$ cat config.mk
export PLATFORM = sky130hd
export DESIGN_NAME = aes_block_loader
export DESIGN_NICKNAME = d
export VERILOG_FILES = /design/src/rtl/aes_pkg.sv /design/src/rtl/aes_word_packer.sv /design/src/rtl/aes_block_loader.sv
export SDC_FILE = /design/constraint.sdc
export NUM_CORES = 1
export LEC_CHECK = 0
export BUFFER_PORTS_ARGS = -buffer_cell sky130_fd_sc_hd__buf_2
export CAP_MARGIN = 20
export CORE_MARGIN = 4
export CORE_UTILIZATION = 45
export CTS_CLUSTER_SIZE = 20
export DETAILED_ROUTE_END_ITERATION = 10
export GPL_ROUTABILITY_DRIVEN = 0
export PLACE_DENSITY = 0.81
export RECOVER_POWER = 50
export SYNTH_ARGS = -nofsm -noshare
export SYNTH_HDL_FRONTEND = slang
export SYNTH_SLANG_ARGS = --single-unit
$ cat constraint.sdc
create_clock -name clk -period 2.3 [get_ports clk]
set_input_delay 0.115 -clock clk [delete_from_list [all_inputs] [get_ports clk]]
set_output_delay 0.115 -clock clk [all_outputs]
set_load 0.005 [all_outputs]
$ cat src/rtl/aes_pkg.sv
// Shared AES constants and the input-loader state encoding.
package aes_pkg;

  localparam int unsigned AES_BLOCK_W = 128;
  localparam int unsigned AES_WORD_W  = 32;

  typedef enum logic [1:0] {
    LOAD_KEY,
    LOAD_DATA,
    START,
    WAIT_DONE
  } loader_state_t;

endpackage

$ cat src/rtl/aes_word_packer.sv
// Shift-left assembler: each enabled cycle pushes din into the LSBs so the
// first word ends up in the MSBs once the operand is complete.
module aes_word_packer #(
  parameter int unsigned WORD_W  = 32,
  parameter int unsigned BLOCK_W = 128
) (
  input  logic               clk,
  input  logic               reset,
  input  logic               shift_en,
  input  logic [WORD_W-1:0]  din,
  output logic [BLOCK_W-1:0] dout
);

  logic [BLOCK_W-1:0] r_shift;

  // Operand shift register; holds its value whenever shift_en is low.
  always_ff @(posedge clk) begin
    if (reset) begin
      r_shift <= '0;
    end else if (shift_en) begin
      r_shift <= (r_shift << WORD_W) | BLOCK_W'(din);
    end
  end

  assign dout = r_shift;

endmodule

$ cat src/rtl/aes_block_loader.sv
// Input-side front end of the AES core: gathers key then plaintext words from
// a valid/ready stream, pulses start, and holds the operands until done.
module aes_block_loader
  import aes_pkg::*;
#(
  parameter int unsigned WORD_W  = AES_WORD_W,
  parameter int unsigned BLOCK_W = AES_BLOCK_W
) (
  input  logic               clk,
  input  logic               reset,
  input  logic               in_valid,
  input  logic [WORD_W-1:0]  in_data,
  output logic               in_ready,
  input  logic               done,
  output logic               start,
  output logic [BLOCK_W-1:0] key,
  output logic [BLOCK_W-1:0] plain,
  output logic               busy
);

  localparam int unsigned N_WORDS = BLOCK_W / WORD_W;
  localparam int unsigned CNT_W   = (N_WORDS > 1) ? $clog2(N_WORDS) : 1;

  loader_state_t      r_state;
  logic [CNT_W-1:0]   r_beat;
  logic               r_in_ready;
  logic               r_start;
  logic               r_busy;

  logic               w_accept;
  logic               w_last_beat;
  logic               w_key_shift;
  logic               w_plain_shift;

  assign w_accept      = in_valid && r_in_ready;
  assign w_last_beat   = (r_beat == CNT_W'(N_WORDS - 1));
  assign w_key_shift   = w_accept && (r_state == LOAD_KEY);
  assign w_plain_shift = w_accept && (r_state == LOAD_DATA);

  aes_word_packer #(
    .WORD_W  (WORD_W),
    .BLOCK_W (BLOCK_W)
  ) u_key_packer (
    .clk      (clk),
    .reset    (reset),
    .shift_en (w_key_shift),
    .din      (in_data),
    .dout     (key)
  );

  aes_word_packer #(
    .WORD_W  (WORD_W),
    .BLOCK_W (BLOCK_W)
  ) u_plain_packer (
    .clk      (clk),
    .reset    (reset),
    .shift_en (w_plain_shift),
    .din      (in_data),
    .dout     (plain)
  );

  // Loader FSM with beat counter; in_ready/start/busy are registered here.
  always_ff @(posedge clk) begin
    if (reset) begin
      r_state    <= LOAD_KEY;
      r_beat     <= '0;
      r_in_ready <= 1'b0;
      r_start    <= 1'b0;
      r_busy     <= 1'b0;
    end else begin
      r_start <= 1'b0;
      case (r_state)
        LOAD_KEY: begin
          r_in_ready <= 1'b1;
          if (w_accept) begin
            if (w_last_beat) begin
              r_beat  <= '0;
              r_state <= LOAD_DATA;
            end else begin
              r_beat <= r_beat + CNT_W'(1);
            end
          end
        end
        LOAD_DATA: begin
          r_in_ready <= 1'b1;
          if (w_accept) begin
            if (w_last_beat) begin
              // Drop ready on the same edge so no word slips in behind the block.
              r_beat     <= '0;
              r_state    <= START;
              r_in_ready <= 1'b0;
              r_start    <= 1'b1;
              r_busy     <= 1'b1;
            end else begin
              r_beat <= r_beat + CNT_W'(1);
            end
          end
        end
        START: begin
          // done is deliberately not looked at until WAIT_DONE.
          r_state <= WAIT_DONE;
        end
        WAIT_DONE: begin
          if (done) begin
            r_busy     <= 1'b0;
            r_in_ready <= 1'b1;
            r_state    <= LOAD_KEY;
          end
        end
        default: begin
          r_state    <= LOAD_KEY;
          r_beat     <= '0;
          r_in_ready <= 1'b0;
          r_busy     <= 1'b0;
        end
      endcase
    end
  end

  assign in_ready = r_in_ready;
  assign start    = r_start;
  assign busy     = r_busy;

endmodule

==> results of run 1 <==
==> metrics by stage <==
step                      util, %  worst slack (ns)  power [mW]
after floorplan                 -             0.757        4.93
after global placement       53.0             0.596        5.05
after detailed placement     53.0             0.525        5.05
after CTS                    58.9             0.491        9.41
after global routing         57.9             0.306        9.65
final                        57.9             0.451        9.32
==> critical path, cell delays in order, from the launching register on <==
cell     delay (ns)
dfxtp_1        0.38
inv_1          0.09
ha_1           0.30
nand3_4        0.12
buf_12         0.35
nand2_1        0.19
a21oi_1        0.19
==> worst min path at each step <==
stage / to
after CTS: in_ready
final: in_ready
after global routing: busy
after floorplan: u_key_packer.dout[0]
after detailed placement: u_key_packer.dout[18]
after global placement: u_key_packer.dout[18]
==> what timing repair did <==
action | in CTS | in global routing
hold buffers | 32 | 0
endpoints found under the hold margin | 64 | 0
buffers inserted | 0 | 0
==> sequential cells by signal, indices dropped and copies added (netlist names) <==
name	flops
u_plain_packer.dout	128
start	1
r_state	2
u_key_packer.dout	128
busy	1
r_beat	2
in_ready	1
==> synth_stat cells (all sizes together) <==
master and count:
or3 2, buf 58, nand2 516, nand3 2, ha 6, clkbuf 27
inv 3, a21boi 1, o31ai 2, nor2b 1, o311a 1, nor2 2
a21oi 258, or4 1, o21ba 1, mux2i 3, dfxtp 263, nor3 2
a2bb2oi 1, and3 2, o21bai 2, o211ai 1
==> final cells by class <==
class	count	area, µm²	area share (%)
sequential	263	5270	44.3
clock inverter	8	95.1	0.801
inverter	3	11.3	0.0948
timing repair buffer	337	1780	15.0
clock buffer	39	791	6.66
multi-input combinational	804	3590	30.2
antenna	1	2.50	0.0211
tap	270	338	2.85
==> logic make-up after synthesis <==
kind of cell,Yosys count,share of synthesized area [%]
compound gates,267,15.2
mux,3,0.317
simple gates,528,21.2
fa+ha+maj,6,0.791
flops,263,55.5
buf+inv,88,6.99
==> metal layers <==
layer | GRT usage, % | up-vias
met3 | 4.89 | 65
met2 | 34.5 | 334
met1 | 28.4 | 4007
li1 | - | 4275
met4 | 7.09 | 0
met5 | 0 | -
==> power groups by stage <==
| stage | Clock, mW | Sequential (mW) | Combinational, mW |
|---|---|---|---|
| 2_1_floorplan | 0 | 4.73 | 0.199 |
| 3_3_place_gp | 0 | 4.73 | 0.320 |
| 3_5_place_dp | 0 | 4.73 | 0.319 |
| 4_1_cts | 4.41 | 4.63 | 0.365 |
| 5_1_grt | 4.61 | 4.64 | 0.399 |
| 6_report | 4.32 | 4.64 | 0.364 |
==> key figures, run 1 <==
Outcome
  – Status: completed

Cells and area
  – Fin area: around 12000 µm²
  – Final #Nets: about 1500
  – Fillers: roughly 1900
  – Most frequent cells in the layout: 516 x nand2_1, 263 x dfxtp_1, 237 x a21oi_1
  – Non-filler instance count after layout: 1725
  – Area Overhead vs Synth: 25.2%
  – Layout cells sized above 1: 14.6%
  – Commonest non-fill, non-tap cell in the layout: nand2_1

Power
  – Seq pwr share: 49.8%
  – Clk pwr share: ~46%
  – Pleak: 4.30 nW
  – Logic pwr share: 3.9%
  – Peak supply drop: approximately 0.48 mV
  – Pwr/cell area: approximately 780 nW/µm²
  – Internal power: roughly 7.3 mW
  – Sw frac: around 21%
  – NetSw: roughly 2 mW

Floorplan
  – Starting Density: between 40% and 50%
  – # rows: 52
  – Die Span X: 153 µm
  – Die area: roughly 23000 µm²
  – Io pins: 295
  – Core footprint: about 20000 µm²
  – Die Y: ~150 µm

Yosys
  – Mean area per synthesized cell: a little over 8 µm²
  – Yosys reg bits: 263
  – Synth area leader: dfxtp_1
  – Syn nets: 1197
  – Post-synth top area share: ~56%
  – Synth warn: 0
  – Synth top area cells: dfxtp_1 56%, nand2_1 20%, a21oi_1 13%
  – Synth cell types: 30
  – Sequential-to-total area share from yosys stat: a little under three fifths
  – Cells after synthesis: ~1200
  – Mapped Area: about 9500 µm²

Global route
  – Pin count of the biggest net entering global routing: about 130
  – Vias in the first global route: around 8000
  – GRT Overall Usage: 21.3%
  – Global-route wire length before repair: roughly 42000 µm
  – Grt ovf: 0
  – Initial antenna violation count: 1

STA
  – Max Clk Rate: 541 MHz
  – Final hold violation count: 0
  – Final setup skew: between 0.007 and 0.008 ns
  – RSZ-0062 raised after global routing: false
  – Final setup fails: 0
  – TNS Setup: 0 ns
  – Slew headroom: roughly three fifths
  – Final period utilization: around 80%
  – Final hold slack: 0.105 ns
  – Slew Limit Fails: 0
  – Tmin final: approximately 1.8 ns
  – Tightest Pin Transition: between 0.5 and 0.6 ns

Clock network
  – Max Root-Sink Buffers: 3
  – Root Driver: clkbuf_16
  – Cts repair resizes: 0
  – H-tree levels: 1
  – Clk sinks: 263
  – Clock latency on the worst-skew pair: ~0.5 ns
  – CTS clk-pin slew, worst paths: around 0.06 ns
  – TritonCTS clock tree: yes
  – Clock buffer count from CTS: 27

Worst setup path
  – CP endpoint: u_key_packer.dout[14]
  – Worst endpoint required time: 2.74 ns
  – R2R depth: 6
  – Critical path type: reg2reg
  – Crit path from: r_state[0]
  – CP max FO: between 100 and 150
  – Worst R2R Start: r_state[0]
  – Critical Path Source Type: register
  – Critical Path AT: between 2 and 2.5 ns
  – Critical path endpoint category: register
  – Register-to-register setup slack: between 0.4 and 0.5 ns
  – Worst reg2reg path endpoint: u_key_packer.dout[14]

Worst hold path
  – Worst Min Path Start: done
  – Hold Path Depth: 4
  – Hold crit path type: in2reg

Place
  – Port-buffer cells: ~300
  – Placed insts: between 1500 and 2000
  – DP Wirelength: between 15000 and 20000 µm
  – Area after DPL: 10900 µm²

Routing
  – Final WL: between 20000 and 30000 µm
  – Highest metal used: met4
  – DRT iter0 DRCs: between 500 and 600
  – First-pass detailed-route iteration total: 7
  – WL met2: around 12000 µm
  – Wire length on met3: 1920 µm
  – M1 wire length: ~11000 µm
  – Routed via count: 8681
  – ANT nets after route: 0
  – Via density: 5.03
  – # DRC: 0
  – WL per Instance: about 15 µm

Run
  – Max cap viols: 0
Power figures use the tool's default switching activity.
==> run 2: changes to the inputs <==
--- a/config.mk
+++ b/config.mk
@@ -5,6 +5,7 @@
 export SDC_FILE = /design/constraint.sdc
 export NUM_CORES = 1
 export LEC_CHECK = 0
+export ABC_AREA = 1
 export BUFFER_PORTS_ARGS = -buffer_cell sky130_fd_sc_hd__buf_2
 export CAP_MARGIN = 20
 export CORE_MARGIN = 4
@@ -12,7 +13,7 @@
 export CTS_CLUSTER_SIZE = 20
 export DETAILED_ROUTE_END_ITERATION = 10
 export GPL_ROUTABILITY_DRIVEN = 0
-export PLACE_DENSITY = 0.81
+export PLACE_DENSITY = 0.83
 export RECOVER_POWER = 50
 export SYNTH_ARGS = -nofsm -noshare
 export SYNTH_HDL_FRONTEND = slang
==> constraint.sdc (replaced) <==
create_clock -name clk -period 1.7 [get_ports clk]
set_input_delay 0.085 -clock clk [delete_from_list [all_inputs] [get_ports clk]]
set_output_delay 0.085 -clock clk [all_outputs]
set_load 0.005 [all_outputs]
==> run 2 against run 1 <==
Clock power is 31% higher. Synthesized area is 1.6% higher. Register-to-register slack worse by 0.33 ns. Critical path depth is 1 higher. Cell count is 2.0% higher. Core utilization is 0.55 points lower. Combinational power is 86% higher. Sequential share of layout area is 0.69 points lower. Global-route usage is 1.1 points higher. Clock skew is 0.0043 ns higher. Sequential cell count stayed put. Critical endpoint is now u_plain_packer.dout[75]. Worst hold slack worse by 0.018 ns.
==> key figures, run 2 <==
Global route
  – Pin count of the biggest net entering global routing: 135 (+4.7%)
  – Vias in the first global route: 8417 (+5.1%)
  – Grt ovf: 0 (unchanged)
  – GRT met3 Usage: 4.42% (-0.47 points)
  – Met1 GRT Util: 31.0% (+2.6 points)
  – Met2 Use GR: 34.6% (+0.16 points)
  – Most Used Layer, Global Route: met2
  – Global-route wire length before repair: 45200 µm (+6.6%)
  – GRT Overall Usage: 22.5% (+1.1 points)
  – Initial antenna violation count: 2 (+1)

STA
  – Max Clk Rate: 635 MHz (+17%)
  – RSZ-0062 raised after global routing: false
  – Final hold violation count: 0 (unchanged)
  – Slew Limit Fails: 0 (unchanged)
  – Final setup fails: 0 (unchanged)
  – Final setup skew: 0.0119 ns (+0.00429 ns)
  – Setup WS post-layout: 0.125 ns (-0.326 ns)
  – Final period utilization: 92.7% (+12 points)
  – Tightest Pin Transition: 0.585 ns (-0.0108 ns)
  – Slew headroom: 61.0% (+0.72 points)
  – TNS Setup: 0 ns (unchanged)
  – Tmin final: 1.58 ns (-0.274 ns)

Worst setup path
  – Critical path endpoint category: register
  – Register-to-register setup slack: 0.12 ns (-0.33 ns)
  – Critical path type: reg2reg
  – Crit path from: r_state[0]
  – Worst reg2reg path endpoint: u_plain_packer.dout[75]
  – CP endpoint: u_plain_packer.dout[75]
  – Worst R2R Start: r_state[0]
  – R2R depth: 7 (+1)
  – Critical Path Source Type: register
  – CP max FO: 45 (-65%)
  – Worst endpoint required time: 2.11 ns (-0.63 ns)
  – Critical Path AT: 1.99 ns (-0.30 ns)

Yosys
  – Yosys reg bits: 263 (unchanged)
  – Mapped Area: 9640 µm² (+1.6%)
  – Ys async rst share: 0% (unchanged)
  – Cells after synthesis: 1187 (+2.8%)
  – Synth cell types: 20 (-33%)
  – Most frequent cells after synthesis: 270 x nor2_1, 263 x dfxtp_1, 142 x nand2_1
  – Most common cell in the synthesized netlist: nor2_1
  – Main synth FF type: dfxtp_1
  – Sequential-to-total area share from yosys stat: 54.6% (-0.90 points)
  – Synth top area cells: dfxtp_1 55%, nor2_1 11%, a21oi_1 6.6%
  – Syn nets: 1229 (+2.7%)
  – Synth warn: 0 (unchanged)
  – Synth area leader: dfxtp_1
  – Post-synth top area share: 54.6% (-0.90 points)
  – Mean area per synthesized cell: 8.12 µm² (-1.1%)
  – Post-synth EDFFs: 0 (unchanged)

Worst hold path
  – Worst Min Path Start: reset
  – Hold crit path type: in2reg

Clock network
  – Total setup buffers inserted after CTS: 0 (unchanged)
  – H-tree levels: 1 (unchanged)
  – Max Root-Sink Buffers: 3 (unchanged)
  – Clock buffer count from CTS: 27 (unchanged)
  – TritonCTS clock tree: yes
  – Clk sinks: 263 (unchanged)
  – Root Driver: clkbuf_16
  – CTS clk-pin slew, worst paths: 0.06 ns (about the same)
  – Clock latency on the worst-skew pair: 0.52 ns (about the same)

Floorplan
  – Die Span X: 154 µm (+0.78%)
  – Starting Density: 45.9% (-0.42 points)
  – Die Y: 154 µm (+0.78%)
  – Die area: 23800 µm² (+1.6%)
  – Core footprint: 21000 µm² (+2.6%)
  – Io pins: 295 (unchanged)
  – # rows: 53 (+1.9%)

Power
  – Pwr/cell area: 1050 nW/µm² (+34%)
  – Peak supply drop: 0.750 mV (+57%)
  – Pleak: 5.23 nW (+22%)

Cells and area
  – Layout cells sized above 1: 13.8% (-0.82 points)
  – Most frequent cells in the layout: 269 x nor2_1, 263 x dfxtp_1, 162 x clkbuf_1
  – Final #Nets: 1505 (+1.8%)
  – Area Overhead vs Synth: 25.1% (about the same)
  – Commonest non-fill, non-tap cell in the layout: nor2_1

Outcome
  – Status: completed

Run
  – Max cap viols: 0 (unchanged)

Routing
  – ANT nets after route: 0 (unchanged)
  – WL per Instance: 16.1 µm (+4.0%)
  – Via density: 5.23 (+3.9%)
  – Routed via count: 9193 (+5.9%)
  – First-pass detailed-route iteration total: 5 (-2)
  – # DRC: 0 (unchanged)
  – DRT iter0 DRCs: 714 (+21%)
  – Final WL: 28300 µm (+6.1%)

Place
  – Setup WS pre-CTS: 0.0228 ns (-0.503 ns)
  – DP Wirelength: 18300 µm (+2.4%)
  – Port-buffer cells: 294 (unchanged)
==> run 2: logic make-up (layout without fill, tap and decap cells) <==
| family | after synthesis | count (layout) | synth area share [%] |
|---|---|---|---|
| DFF | 263 | 263 | 54.6 |
| buffers and inverters | 110 | 405 | 7.79 |
| and+or+nand+nor | 546 | 546 | 23.2 |
| other | 0 | 2 | 0 |
| AOI/OAI and AO/OA | 262 | 262 | 13.7 |
| adders and majority gates | 6 | 6 | 0.779 |
==> run 2: how the worst min path moves through the flow <==
stage / to / depth (start not counted)
floorplan: u_plain_packer.dout[0] / 2
global placement: u_plain_packer.dout[15] / 3
detailed placement: u_plain_packer.dout[14] / 3
CTS: start / 3
global route: start / 3
finish: start / 3
==> run 2: power breakdown <==
group	internal, mW	leakage [nW]	switching, mW
clock network	3.29	0.408	2.38
logic	0.247	2.70	0.430
registers	6.25	2.12	0.0786
total	9.79	5.23	2.89
==> run 2: final cells by class <==
type | count | area [µm²]
fillers | 1944 | 8960
flip-flops and latches | 263 | 5270
well taps | 275 | 344
clock inverters | 8 | 72.6
inverters | 11 | 48.8
diodes | 2 | 5.00
clock buffers | 40 | 774
multi-input cells | 814 | 3650
repair buffers | 346 | 1900
==> run 2: worst max-delay path: stages, from the launching register on <==
cell     delay (ns)
dfxtp_1        0.42
ha_1           0.21
inv_1          0.08
nor2_4         0.23
inv_6          0.13
buf_12         0.20
nor2_1         0.13
nor2_1         0.06
==> run 2: what timing repair did <==
item / CTS / global route
gates resized for setup: 0 / 6
endpoints found under the hold margin: 66 / 0
hold buffers: 34 / 0
endpoints found under the setup margin: 0 / 50
==> run 2: per-layer routing <==
metal	wire length [µm]	vias up
li1	-	4460
met4	1050	0
met3	2230	83
met2	12800	395
met1	12200	4255
met5	0	-
==> run 2: per-stage QoR <==
stage / hold slack [ns] / cells / util [%] / cell area [µm²] / power, mW
5_1_grt: 0.127 / 1759 / 57.4 / 12100 / 13.1
3_3_place_gp: 0.332 / 1675 / 52.6 / 11000 / 7.07
6_report: 0.0865 / 1759 / 57.4 / 12100 / 12.7
4_1_cts: 0.120 / 1757 / 58.2 / 12200 / 12.8
3_5_place_dp: 0.335 / 1675 / 52.6 / 11000 / 7.07
2_1_floorplan: 0.220 / 1187 / - / 9640 / 6.87
==> run 3: changes to the inputs <==
--- a/config.mk
+++ b/config.mk
@@ -9,11 +9,11 @@
 export BUFFER_PORTS_ARGS = -buffer_cell sky130_fd_sc_hd__buf_2
 export CAP_MARGIN = 20
 export CORE_MARGIN = 4
-export CORE_UTILIZATION = 45
+export CORE_UTILIZATION = 46
 export CTS_CLUSTER_SIZE = 20
 export DETAILED_ROUTE_END_ITERATION = 10
 export GPL_ROUTABILITY_DRIVEN = 0
-export PLACE_DENSITY = 0.83
+export PLACE_DENSITY = 0.85
 export RECOVER_POWER = 50
 export SYNTH_ARGS = -nofsm -noshare
 export SYNTH_HDL_FRONTEND = slang
==> run 3 against run 2 <==
Sequential power barely moved. Critical path depth rose by 1. Register-to-register slack got worse by 0.05 ns. Core utilization rose by 2.2 points. Power rose by 0.20%. Via count rose by 1.1%. Routed wire length rose by 2.4%. Cell area rose by 0.87%. Non-clock buffer count rose by 11. Clock skew barely moved. Global-route usage rose by 0.52 points. Critical path type unchanged. Critical endpoint is now u_plain_packer.dout[31]. Largest cell class unchanged. Highest routed layer unchanged.
==> key figures, run 3 (same netlist as run 2, synthesis figures left out) <==
Worst setup path
  – Critical Path Source Type: register
  – CP max FO: 15 (-67%)
  – Crit path from: r_state[1]
  – Worst R2R Start: r_state[1]
  – Worst endpoint required time: 2.11 ns (about the same)
  – Critical path endpoint category: register
  – Critical path type: reg2reg
  – Critical Path AT: 2.03 ns (+0.04 ns)

Run
  – Max cap viols: 0 (unchanged)

Cells and area
  – Commonest non-fill, non-tap cell in the layout: nor2_1
  – Layout cells sized above 1: 15.3% (+1.5 points)
  – Non-filler instance count after layout: 1762 (+0.17%)
  – Area Overhead vs Synth: 26.2%
  – Final Util: 59.6% (+2.2 points)
  – Most frequent cells in the layout: 269 x nor2_1, 263 x dfxtp_1, 150 x buf_2
  – Final #Nets: 1516 (+0.73%)
  – Fin area: 12200 µm² (+0.87%)

Clock network
  – H-tree levels: 1 (unchanged)
  – Root Driver: clkbuf_16
  – CTS clk-pin slew, worst paths: 0.06 ns (about the same)
  – Clock buffer count from CTS: 26 (-3.7%)
  – Max Root-Sink Buffers: 3 (unchanged)
  – Clock latency on the worst-skew pair: 0.52 ns (about the same)
  – TritonCTS clock tree: yes
  – Clk sinks: 263 (unchanged)

STA
  – Max Clk Rate: 617 MHz (-2.8%)
  – Final period utilization: 95.3% (+2.7 points)
  – Tightest Pin Transition: 0.554 ns (-0.0308 ns)
  – Final hold slack: 0.0373 ns (-0.0492 ns)
  – Tmin final: 1.62 ns (+0.0452 ns)
  – Final hold violation count: 0 (unchanged)
  – Final setup skew: 0.0121 ns (+0.000203 ns)
  – Final setup fails: 0 (unchanged)
  – Slew headroom: 63.1% (+2.1 points)
  – Slew Limit Fails: 0 (unchanged)

Routing
  – ANT nets after route: 0 (unchanged)
  – Via density: 5.27 (+0.92%)
  – DRT iter0 DRCs: 705 (-1.3%)
  – First-pass detailed-route iteration total: 5 (unchanged)
  – Highest metal used: met4
  – Routed via count: 9293 (+1.1%)
  – WL per Instance: 16.4 µm (+2.2%)
  – Final WL: 29000 µm (+2.4%)
  – Wire length on met3: 2620 µm (+17%)
  – # DRC: 0 (unchanged)
  – M1 wire length: 12300 µm (+0.63%)
  – WL met2: 12900 µm (+0.35%)

Floorplan
  – Die Y: 153 µm (-1.0%)
  – Io pins: 295 (unchanged)
  – # rows: 52 (-1.9%)
  – Die Span X: 153 µm (-1.0%)
  – Starting Density: 47.2% (+1.3 points)
  – Die area: 23300 µm² (-2.1%)
  – Core footprint: 20400 µm² (-2.8%)

Power
  – Pwr/cell area: 1040 nW/µm² (-0.67%)
  – Overall Power: 12.7 mW (+0.20%)
  – Pleak: 5.34 nW (+2.2%)
  – Peak supply drop: 0.766 mV (+2.2%)

Outcome
  – Status: completed

Global route
  – Global-route wire length before repair: 45400 µm (+0.46%)
  – Pin count of the biggest net entering global routing: 135 (unchanged)
  – Initial antenna violation count: 1 (-1)
  – Vias in the first global route: 8414 (-0.036%)
  – GRT Overall Usage: 23.0% (+0.52 points)
  – Grt ovf: 0 (unchanged)

Place
  – Port-buffer cells: 294 (unchanged)
  – Area after DPL: 11100 µm² (+0.70%)
  – Placed insts: 1681 (+0.36%)
  – DP Wirelength: 19000 µm (+4.3%)

Worst hold path
  – Worst Min Path Start: in_valid
  – Hold crit path type: in2reg
## run 3: critical path, cell delays in order, from the launching register on
cell and delay, ns:
dfxtp_1 0.31, inv_1 0.07, ha_1 0.21, inv_1 0.13, nor2_4 0.23, inv_4 0.14, buf_4 0.21, nor2_1 0.16
nor2_1 0.06
## run 3: timing repair
item	in CTS	in global routing
hold buffers	33	0
gates cloned	0	1
resized for setup	2	4
hold endpoints to repair	65	0
setup endpoints to repair	72	119
pin swaps	0	1
setup buffers	0	1
## run 3: path summary, 6_finish.rpt
| kind | to | cells past startpoint | slack, ns |
|---|---|---|---|
| setup / recovery | u_plain_packer.dout[31] | 8 | 0.08 |
| hold reg to reg | u_key_packer.dout[121] | 2 | 0.45 |
| setup reg to reg | u_plain_packer.dout[31] | 8 | 0.08 |
| hold / removal | r_beat[1] | 4 | 0.04 |
## run 3: layout make-up
type / instances / area, µm²
diodes: 1 / 2.50
clock buffers: 41 / 798
inverters: 11 / 47.5
fillers: 1820 / 8260
multi-input cells: 815 / 3660
clock inverters: 4 / 47.5
repair buffers: 357 / 2000
flip-flops and latches: 263 / 5270
well taps: 270 / 338
## run 3: report_power, final
part	internal [mW]	total [mW]	switching, mW
clock network	3.35	5.66	2.30
logic	0.269	0.715	0.447
registers	6.25	6.33	0.0802
total	9.87	12.7	2.83
## run 3: metal layers
layer	GRT usage, %	vias to the layer above
li1	-	4487
met3	5.17	94
met2	35.3	498
met5	0	-
met4	9.04	0
met1	31.6	4214
## run 3: through the flow
stage          setup slack, ns  TNS (ns)
6_report                0.0794         0
2_1_floorplan            0.297         0
3_3_place_gp          0.000679         0
4_1_cts                 0.0442         0
3_5_place_dp            -0.111     -4.63
5_1_grt               -0.00464  -0.00735
